[src/rtl/up_irq_ctrl.sv]
`default_nettype none
// ============================================================================
// Module      : up_irq_ctrl
// Description : APB interrupt controller for user-plugin sources with W1C
//               pending bits, edge/level capture and a holdoff throttle.
// Revision    : 1.0 - initial release
// ============================================================================
module up_irq_ctrl #(
    parameter int N_SRC          = 3,
    parameter int APB_ADDR_WIDTH = 12,
    parameter int HOLD_W         = 16
) (
    input  logic                      clk_i,
    input  logic                      rst_n,
    input  logic [APB_ADDR_WIDTH-1:0] PADDR,
    input  logic [31:0]               PWDATA,
    input  logic                      PWRITE,
    input  logic                      PSEL,
    input  logic                      PENABLE,
    output logic [31:0]               PRDATA,
    output logic                      PREADY,
    output logic                      PSLVERR,
    input  logic [N_SRC-1:0]          src_i,
    output logic                      int_o
);

    localparam logic [2:0] c_OFF_PENDING = 3'd0;
    localparam logic [2:0] c_OFF_ENABLE  = 3'd1;
    localparam logic [2:0] c_OFF_MODE    = 3'd2;
    localparam logic [2:0] c_OFF_STATUS  = 3'd3;
    localparam logic [2:0] c_OFF_ID      = 3'd4;
    localparam logic [2:0] c_OFF_HOLDOFF = 3'd5;
    localparam logic [2:0] c_OFF_SET     = 3'd6;

    localparam logic [APB_ADDR_WIDTH-1:0] c_ADDR_LIMIT = APB_ADDR_WIDTH'(32'h1C);

    localparam logic [1:0] c_ST_IDLE   = 2'd0;
    localparam logic [1:0] c_ST_ASSERT = 2'd1;
    localparam logic [1:0] c_ST_HOLD   = 2'd2;

    logic [N_SRC-1:0]  r_pending;
    logic [N_SRC-1:0]  r_enable;
    logic [N_SRC-1:0]  r_mode;
    logic [N_SRC-1:0]  r_src_q;
    logic [HOLD_W-1:0] r_holdoff;
    logic [HOLD_W-1:0] r_cnt;
    logic [1:0]        r_state;
    logic              r_int;

    logic              w_access;
    logic              w_addr_ok;
    logic              w_wr;
    logic [2:0]        w_off;
    logic [N_SRC-1:0]  w_w1c;
    logic [N_SRC-1:0]  w_set;
    logic [N_SRC-1:0]  w_hw_event;
    logic [N_SRC-1:0]  w_pending_nxt;
    logic [N_SRC-1:0]  w_status;
    logic              w_status_any;
    logic [3:0]        w_id_idx;
    logic [31:0]       w_rdata;
    logic [1:0]        w_state_nxt;
    logic [HOLD_W-1:0] w_cnt_nxt;

    // Only the low bits of the write data carry meaning.
    logic w_unused;
    assign w_unused = &{1'b0, PWDATA};

    assign w_access  = PSEL & PENABLE;
    assign w_addr_ok = (PADDR < c_ADDR_LIMIT);
    assign w_wr      = w_access & PWRITE & w_addr_ok;
    assign w_off     = PADDR[4:2];

    assign w_w1c = (w_wr && (w_off == c_OFF_PENDING)) ? PWDATA[N_SRC-1:0] : '0;
    assign w_set = (w_wr && (w_off == c_OFF_SET))     ? PWDATA[N_SRC-1:0] : '0;

    // Set/event terms are OR-ed after the clear so they win over a same-cycle W1C.
    assign w_hw_event    = (r_mode & src_i & ~r_src_q) | (~r_mode & src_i);
    assign w_pending_nxt = (r_pending & ~w_w1c) | w_hw_event | w_set;

    assign w_status     = r_pending & r_enable;
    assign w_status_any = |w_status;

    always_comb begin
        w_id_idx = '0;
        for (int i = N_SRC - 1; i >= 0; i--) begin
            if (w_status[i]) begin
                w_id_idx = 4'(i);
            end
        end
    end

    always_comb begin
        w_rdata = '0;
        if (w_addr_ok) begin
            case (w_off)
                c_OFF_PENDING: w_rdata[N_SRC-1:0]  = r_pending;
                c_OFF_ENABLE:  w_rdata[N_SRC-1:0]  = r_enable;
                c_OFF_MODE:    w_rdata[N_SRC-1:0]  = r_mode;
                c_OFF_STATUS:  w_rdata[N_SRC-1:0]  = w_status;
                c_OFF_ID: begin
                    w_rdata[31]  = w_status_any;
                    w_rdata[3:0] = w_id_idx;
                end
                c_OFF_HOLDOFF: w_rdata[HOLD_W-1:0] = r_holdoff;
                default:       w_rdata = '0;
            endcase
        end
    end

    assign PRDATA  = w_rdata;
    assign PREADY  = 1'b1;
    assign PSLVERR = w_access & ~w_addr_ok;

    always_ff @(posedge clk_i or negedge rst_n) begin
        if (!rst_n) begin
            r_pending <= '0;
            r_enable  <= '0;
            r_mode    <= '0;
            r_src_q   <= '0;
            r_holdoff <= '0;
        end else begin
            r_src_q   <= src_i;
            r_pending <= w_pending_nxt;
            if (w_wr && (w_off == c_OFF_ENABLE))  r_enable  <= PWDATA[N_SRC-1:0];
            if (w_wr && (w_off == c_OFF_MODE))    r_mode    <= PWDATA[N_SRC-1:0];
            if (w_wr && (w_off == c_OFF_HOLDOFF)) r_holdoff <= PWDATA[HOLD_W-1:0];
        end
    end

    always_ff @(posedge clk_i or negedge rst_n) begin
        if (!rst_n) begin
            r_state <= c_ST_IDLE;
            r_cnt   <= '0;
            r_int   <= 1'b0;
        end else begin
            r_state <= w_state_nxt;
            r_cnt   <= w_cnt_nxt;
            r_int   <= (w_state_nxt == c_ST_ASSERT);
        end
    end

    // The count is latched only on entry to HOLD, so HOLDOFF writes during HOLD wait for the next load.
    always_comb begin
        w_state_nxt = r_state;
        w_cnt_nxt   = r_cnt;
        case (r_state)
            c_ST_IDLE: begin
                if (w_status_any) w_state_nxt = c_ST_ASSERT;
            end
            c_ST_ASSERT: begin
                if (!w_status_any) begin
                    if (r_holdoff == '0) begin
                        w_state_nxt = c_ST_IDLE;
                    end else begin
                        w_state_nxt = c_ST_HOLD;
                        w_cnt_nxt   = r_holdoff;
                    end
                end
            end
            c_ST_HOLD: begin
                w_cnt_nxt = r_cnt - 1'b1;
                if (r_cnt <= HOLD_W'(1)) w_state_nxt = c_ST_IDLE;
            end
            default: w_state_nxt = c_ST_IDLE;
        endcase
    end

    assign int_o = r_int;

endmodule
`default_nettype wire

[config.mk]
export PLATFORM = sky130hd
export DESIGN_NAME = up_irq_ctrl
export DESIGN_NICKNAME = d
export VERILOG_FILES = /design/src/rtl/up_irq_ctrl.sv
export SDC_FILE = /design/constraint.sdc
export NUM_CORES = 1
export LEC_CHECK = 0
export CAP_MARGIN = 20
export CORE_MARGIN = 5
export CORE_UTILIZATION = 49
export CTS_CLUSTER_SIZE = 20
export DETAILED_ROUTE_END_ITERATION = 16
export PLACE_DENSITY_LB_ADDON = 0.1
export SYNTH_ARGS = -nofsm -noshare
export SYNTH_HDL_FRONTEND = slang
export SYNTH_SLANG_ARGS = --single-unit
[constraint.sdc]
create_clock -name clk_i -period 4.8 [get_ports clk_i]
set_clock_uncertainty 0.05 [all_clocks]
set_input_delay 1.44 -clock clk_i [delete_from_list [all_inputs] [get_ports clk_i]]
set_output_delay 1.44 -clock clk_i [all_outputs]
set_load 0.005 [all_outputs]
=== Yosys cells after proc, flatten, opt, wreduce, memory -nomap -nowiden ===
Cells that the tools add are included.

* Register bits: 47
* Input port bits: 52
* Output and inout bits: 35

* Add/sub/neg operators: 1
* $lt $le $gt $ge: 2
* Equal/unequal tests: 11
* Mux-type cells: 18
* Bitwise logic cells: 16
* Reductions and logical operators: 11

{| class="wikitable"
|+ Operator list
! cell !! number
|-
| $mux W16 || 2
|-
| $mux W32 || 1
|-
| $pmux W16 S2 || 1
|-
| $pmux W3 S6 || 1
|-
| $le A16 B1 Y1 const B || 1
|-
| $logic_not A16 Y1 || 1
|-
| $sub A16 B1 Y16 const B || 1
|-
| $and A3 B3 Y3 || 5
|-
| $mux W2 || 7
|-
| $lt A12 B5 Y1 const B || 1
|-
| $mux W12 || 1
|-
| $eq A3 B3 Y1 const B || 3
|-
| $not A3 Y3 || 3
|-
| $or A3 B3 Y3 || 3
|-
| $eq A3 B2 Y1 const B || 2
|-
| $mux W3 || 2
|-
| $pmux W2 S3 || 1
|-
| $logic_and A1 B1 Y1 || 5
|-
| $and A1 B1 Y1 || 4
|-
| $eq A2 B1 Y1 const B || 2
|-
| $ne A2 B2 Y1 const B || 2
|-
| $eq A3 B1 Y1 const B || 1
|-
| $logic_not A3 Y1 || 1
|-
| $reduce_and A3 Y1 || 1
|-
| other kinds (7) || 7
|}

=== Depth between registers and ports, before layout ===
Gate-level depths: netlist of the first run.

* Depth after elaboration: 9
* Mapped depth: 7

=== Least setup slack after synthesis of the first run ===
OpenSTA, ideal clock, no wires.

* Kind: input port to output port
* Start point: in PADDR[4]
* End point: out PRDATA[1]
* Arrival time: 2.574 ns
* Setup slack: 0.736 ns
* Cell stages on the path: 5
* Cells stage by stage: clkbuf_1 -> or3b_2 -> a21oi_1 -> nand4_1 -> a31oi_1

* Word-level cells in the longest chain between the ends: 3

{| class="wikitable"
|+ Ends and longest elaborated chain
! what !! line !! source
|-
| start, declared || 15 || <nowiki>input logic [APB_ADDR_WIDTH-1:0] PADDR,</nowiki>
|-
| branches (longest 2 deep; another with $lt A12 B5 Y1) || -- ||
|-
| $mux W32 * || 95 || <nowiki>if (w_addr_ok) begin</nowiki>
|-
| end, declared || 20 || <nowiki>output logic [31:0] PRDATA,</nowiki>
|}

Mark *: on every way between the ends.

=== Worst setup path in the final report of the first run ===
* Start point: in PADDR[6]
* End point: out PRDATA[14]

* Word-level cells in the longest chain between the ends: 2

{| class="wikitable"
|+ Ends and longest elaborated chain
! what !! line !! source
|-
| $lt A12 B5 Y1 || 70 || <nowiki>assign w_addr_ok = (PADDR < c_ADDR_LIMIT);</nowiki>
|-
| $mux W32 || 95 ||
|}

No other way between the ends.

==> impl_metrics.csv, run 1 <==
group,metric,value,unit
power_and_ir_drop,p_seq_frac,0.555,
yosys,netlist_area,2539,sq um
layout,fillers,466,
cts,cts_sinks,47,
yosys,postSynthAreaPerCell,10.07,sq um
floorplanning,core.rowCount,26,
floorplanning,initial_utilization,0.5002,
global_routing,grt_max_degree,48,
cts,clock-root-buffer,"clkbuf_8",
cts,tritoncts,"done",
layout,fin_util,0.6358,
power_and_ir_drop,power_density,227.0,nW/um^2
routing,wl_met1,2697,um
power_and_ir_drop,switching_power,0.0001716,W
yosys,synthCells,252,
power_and_ir_drop,netSwitchingFraction,0.2342,
global_routing,grt_pass1_wl,9563,um
sta,setup_viol,0,
setup_path,critPathKind,"primary input to output pin",
sta,tightest_slew,0.7567,ns
sta,drv_slew,0,
sta,setup_tns,0,ns
routing,drc,0,
setup_path,endpoint_kind,"output pin",
yosys,ys.flop_type,"dfrtp_1",
routing,drtIter0Drc,146,
floorplanning,die_w,81.98,um
power_and_ir_drop,power_leakage,1.444,nW
sta,worst_slack,0.09422,ns
routing,wl_per_cell,15.71,um
setup_path,crit_arrival,3.22,ns
placement,dpl.hpwl,4481,um
setup_path,cp_data_required_time,3.31,ns
sta,rsz0062_at_grt,"false",
run,maxCapViolations,0,
status,outcome,"completed",
min_path,worstHoldPathType,"flip-flop to flip-flop",
placement,placed_cells_incl_taps,370,
yosys,seq_area_frac_synth,0.4633,
power_and_ir_drop,p_int,0.0005609,W
yosys,synth_warnings,0,
routing,wl_met3,249,um
setup_path,crit_fanout,13,
yosys,async_reset_ff_frac,1.000,
power_and_ir_drop,peakVddDrop,0.0001986,V
routing,dr_total_vias,2060,
floorplanning,die-area,6721,sq um
yosys,synth_seq_cells,47,
layout,syn2layout_area_growth,27.11,%
global_routing,grt-ovfl-total,0,
sta,fmax,212.5,MHz
placement,place_congestion,0.8008,
yosys,ys_types,45,
global_routing,grt_pass1_vias,1955,
yosys,synth_edf_count,0,
routing,dr.pass1.iters,4,
sta,fin_crit,4.706,ns
routing,postRouteAntennaNets,0,
routing,vias_per_cell,5.435,
cts,clockBufferDepth,2,
routing,wl_met2,2922,um
sta,final-hold-violation-count,0,
routing,maxUsedRoutingLayer,"met4",
floorplanning,die_h,81.98,um
cts,cts-htree-levels,2,
layout,drive_gt1_frac,0.1489,
cts,clkTransAtPathRegs,0.09,ns
layout,antenna_cells,0,
power_and_ir_drop,p_clk_frac,0.330,
placement,port_buffers,52,
sta,period_share,0.9804,
global_routing,antenna_found_initial,0,
floorplanning,ioPinCount,87,
sta,relSlewSlack,0.4955,
routing,routed_wl,5953,um
cts,cts_buffers,5,
cts,worstSkewPairLatency,0.30,ns
global_routing,track_usage,0.1896,
layout,num-nets-final,363,
placement,place_ws,-0.08761,ns
floorplanning,core_area,5075,sq um
setup_path,critPathLaunchType,"primary input",
layout,fin_cells,379,
power_and_ir_drop,pwr-share-comb,0.115,
## power groups by stage
stage	Sequential (W)	Combinational (W)	Clock [W]
final	0.000406	0.0000842	0.000242
after global routing	0.000407	0.0000929	0.000268
after CTS	0.000406	0.0000823	0.000246
after detailed placement	0.000414	0.0000820	0
after global placement	0.000414	0.0000810	0
after floorplan	0.000413	0.0000449	0
## path summary, 6_finish.rpt
check | startpoint | endpoint | slack, ns | cells after the start
setup / recovery | PADDR[6] | PRDATA[14] | 0.09 | 7
hold reg to reg | r_cnt[12] | r_cnt[12] | 0.47 | 1
setup reg to reg | r_enable[0] | r_cnt[14] | 2.26 | 4
max in group asynchronous | rst_n | r_holdoff[4] | 3.34 | 2
min in group asynchronous | rst_n | r_cnt[14] | 0.91 | 1
hold / removal | r_cnt[12] | r_cnt[12] | 0.47 | 1
## area by class of cell
type | count | area, sq um | area share
multi-input cells | 187 | 1240 | 0.3843
flip-flops and latches | 47 | 1176 | 0.3645
clock buffers | 6 | 82.58 | 0.02559
inverters | 6 | 22.52 | 0.006979
clock inverters | 1 | 5.005 | 0.001551
well taps | 70 | 87.58 | 0.02714
repair buffers | 62 | 613.1 | 0.1900
## layout by cell type, fill, tap and decap left out, types with 2 or more instances in the layout
master           Yosys  routed
dlygate4sd2_1        0       2
nand2_1             24      24
inv_1                6       6
conb_1               2      16
nor2_1              11      11
xnor2_1              3       3
o21ai_0              7       7
and2_1              13      13
nand3_1             12      12
and3_1               3       2
a21oi_1              9       8
dfrtp_1             47      47
nand4b_1             2       2
o221ai_1             3       3
nor3_1               9       9
a211oi_1             2       2
a32oi_1              2       2
a221o_1              4       4
mux2_2              22      22
nand4_1              4       4
nor4_1               7       7
buf_12               0       2
o211ai_1             5       5
a21boi_0             3       3
ha_1                 2       2
buf_4               16       8
and3b_1              2       2
clkbuf_8             0       6
clkdlybuf4s50_1      0      49
nand2b_1             3       3
or4b_1               2       2
nor3b_1              2       2
## state kept, by name, indices dropped and copies added, names as in the netlist
name       flops
r_holdoff     16
r_cnt         16
int_o          1
r_enable       3
r_pending      3
r_src_q        3
r_state        2
r_mode         3
## timing repair
action,4_1_cts,5_1_grt
pin swaps,1,1
resized for setup,3,1
setup endpoints to repair,2,8
hold buffers,0,0
buffers inserted,0,1
## metal layers
metal	vias to the layer above	GRT usage
met5	-	0
met2	55	0.3086
met4	0	0.04983
li1	1003	-
met1	995	0.2514
met3	7	0.04825
## cell families (layout without fill, tap and decap cells)
kind of cell | Yosys count | after routing | share of synthesized area
AOI/OAI and AO/OA | 40 | 40 | 0.1099
xor gates and xnor gates | 4 | 4 | 0.01380
buffers and inverters | 32 | 75 | 0.07245
adders and majority gates | 2 | 2 | 0.009855
DFF | 47 | 47 | 0.4633
muxes | 23 | 23 | 0.1015
and+or+nand+nor | 102 | 102 | 0.2262
other | 2 | 16 | 0.002958
## cells in the mapped netlist (2+ instances only)
| library cell | count | area share |
|---|---|---|
| nor2_1 | 11 | 0.016 |
| xnor2_1 | 3 | 0.010 |
| a32oi_1 | 2 | 0.0069 |
| o21ai_0 | 7 | 0.014 |
| a211oi_1 | 2 | 0.0059 |
| conb_1 | 2 | 0.0030 |
| nand2_1 | 24 | 0.035 |
| o221ai_1 | 3 | 0.010 |
| buf_4 | 16 | 0.047 |
| clkbuf_1 | 7 | 0.010 |
| a21oi_1 | 9 | 0.018 |
| a21boi_0 | 3 | 0.0089 |
| or4b_1 | 2 | 0.0079 |
| nand2b_1 | 3 | 0.0074 |
| nor3_1 | 9 | 0.018 |
| mux2_2 | 22 | 0.098 |
| buf_2 | 3 | 0.0059 |
| nand4b_1 | 2 | 0.0069 |
| o211ai_1 | 5 | 0.015 |
| inv_1 | 6 | 0.0089 |
| and3b_1 | 2 | 0.0069 |
| nand4_1 | 4 | 0.0099 |
| nor4_1 | 7 | 0.017 |
| ha_1 | 2 | 0.0099 |
| nor3b_1 | 2 | 0.0059 |
| dfrtp_1 | 47 | 0.46 |
| and3_1 | 3 | 0.0074 |
| and2_1 | 13 | 0.032 |
| a221o_1 | 4 | 0.016 |
| nand3_1 | 12 | 0.024 |
## critical path: stages
cell and delay, ns:
clkdlybuf4s50_1 0.40, nor4_1 0.27, buf_4 0.17, and3_4 0.19, buf_12 0.12, and2_1 0.12, clkdlybuf4s50_1 0.51
## through the flow
step	power (W)	cell area (sq um)	hold slack, ns
finish	0.0007325	3227	0.4722
global route	0.0007683	3227	0.4996
CTS	0.0007342	3194	0.4687
detailed placement	0.0004960	3105	0.4525
global placement	0.0004949	3105	0.4489
floorplan	0.0004577	2591	0.4283
Power figures use the tool's default switching activity.
==> run 2: changes to the inputs <==
ABC_CLOCK_PERIOD_IN_PS = 4800   (was unset)
==> results of run 2 <==
Same layout as run 1: the final DEF is identical, and so are final timing and power.
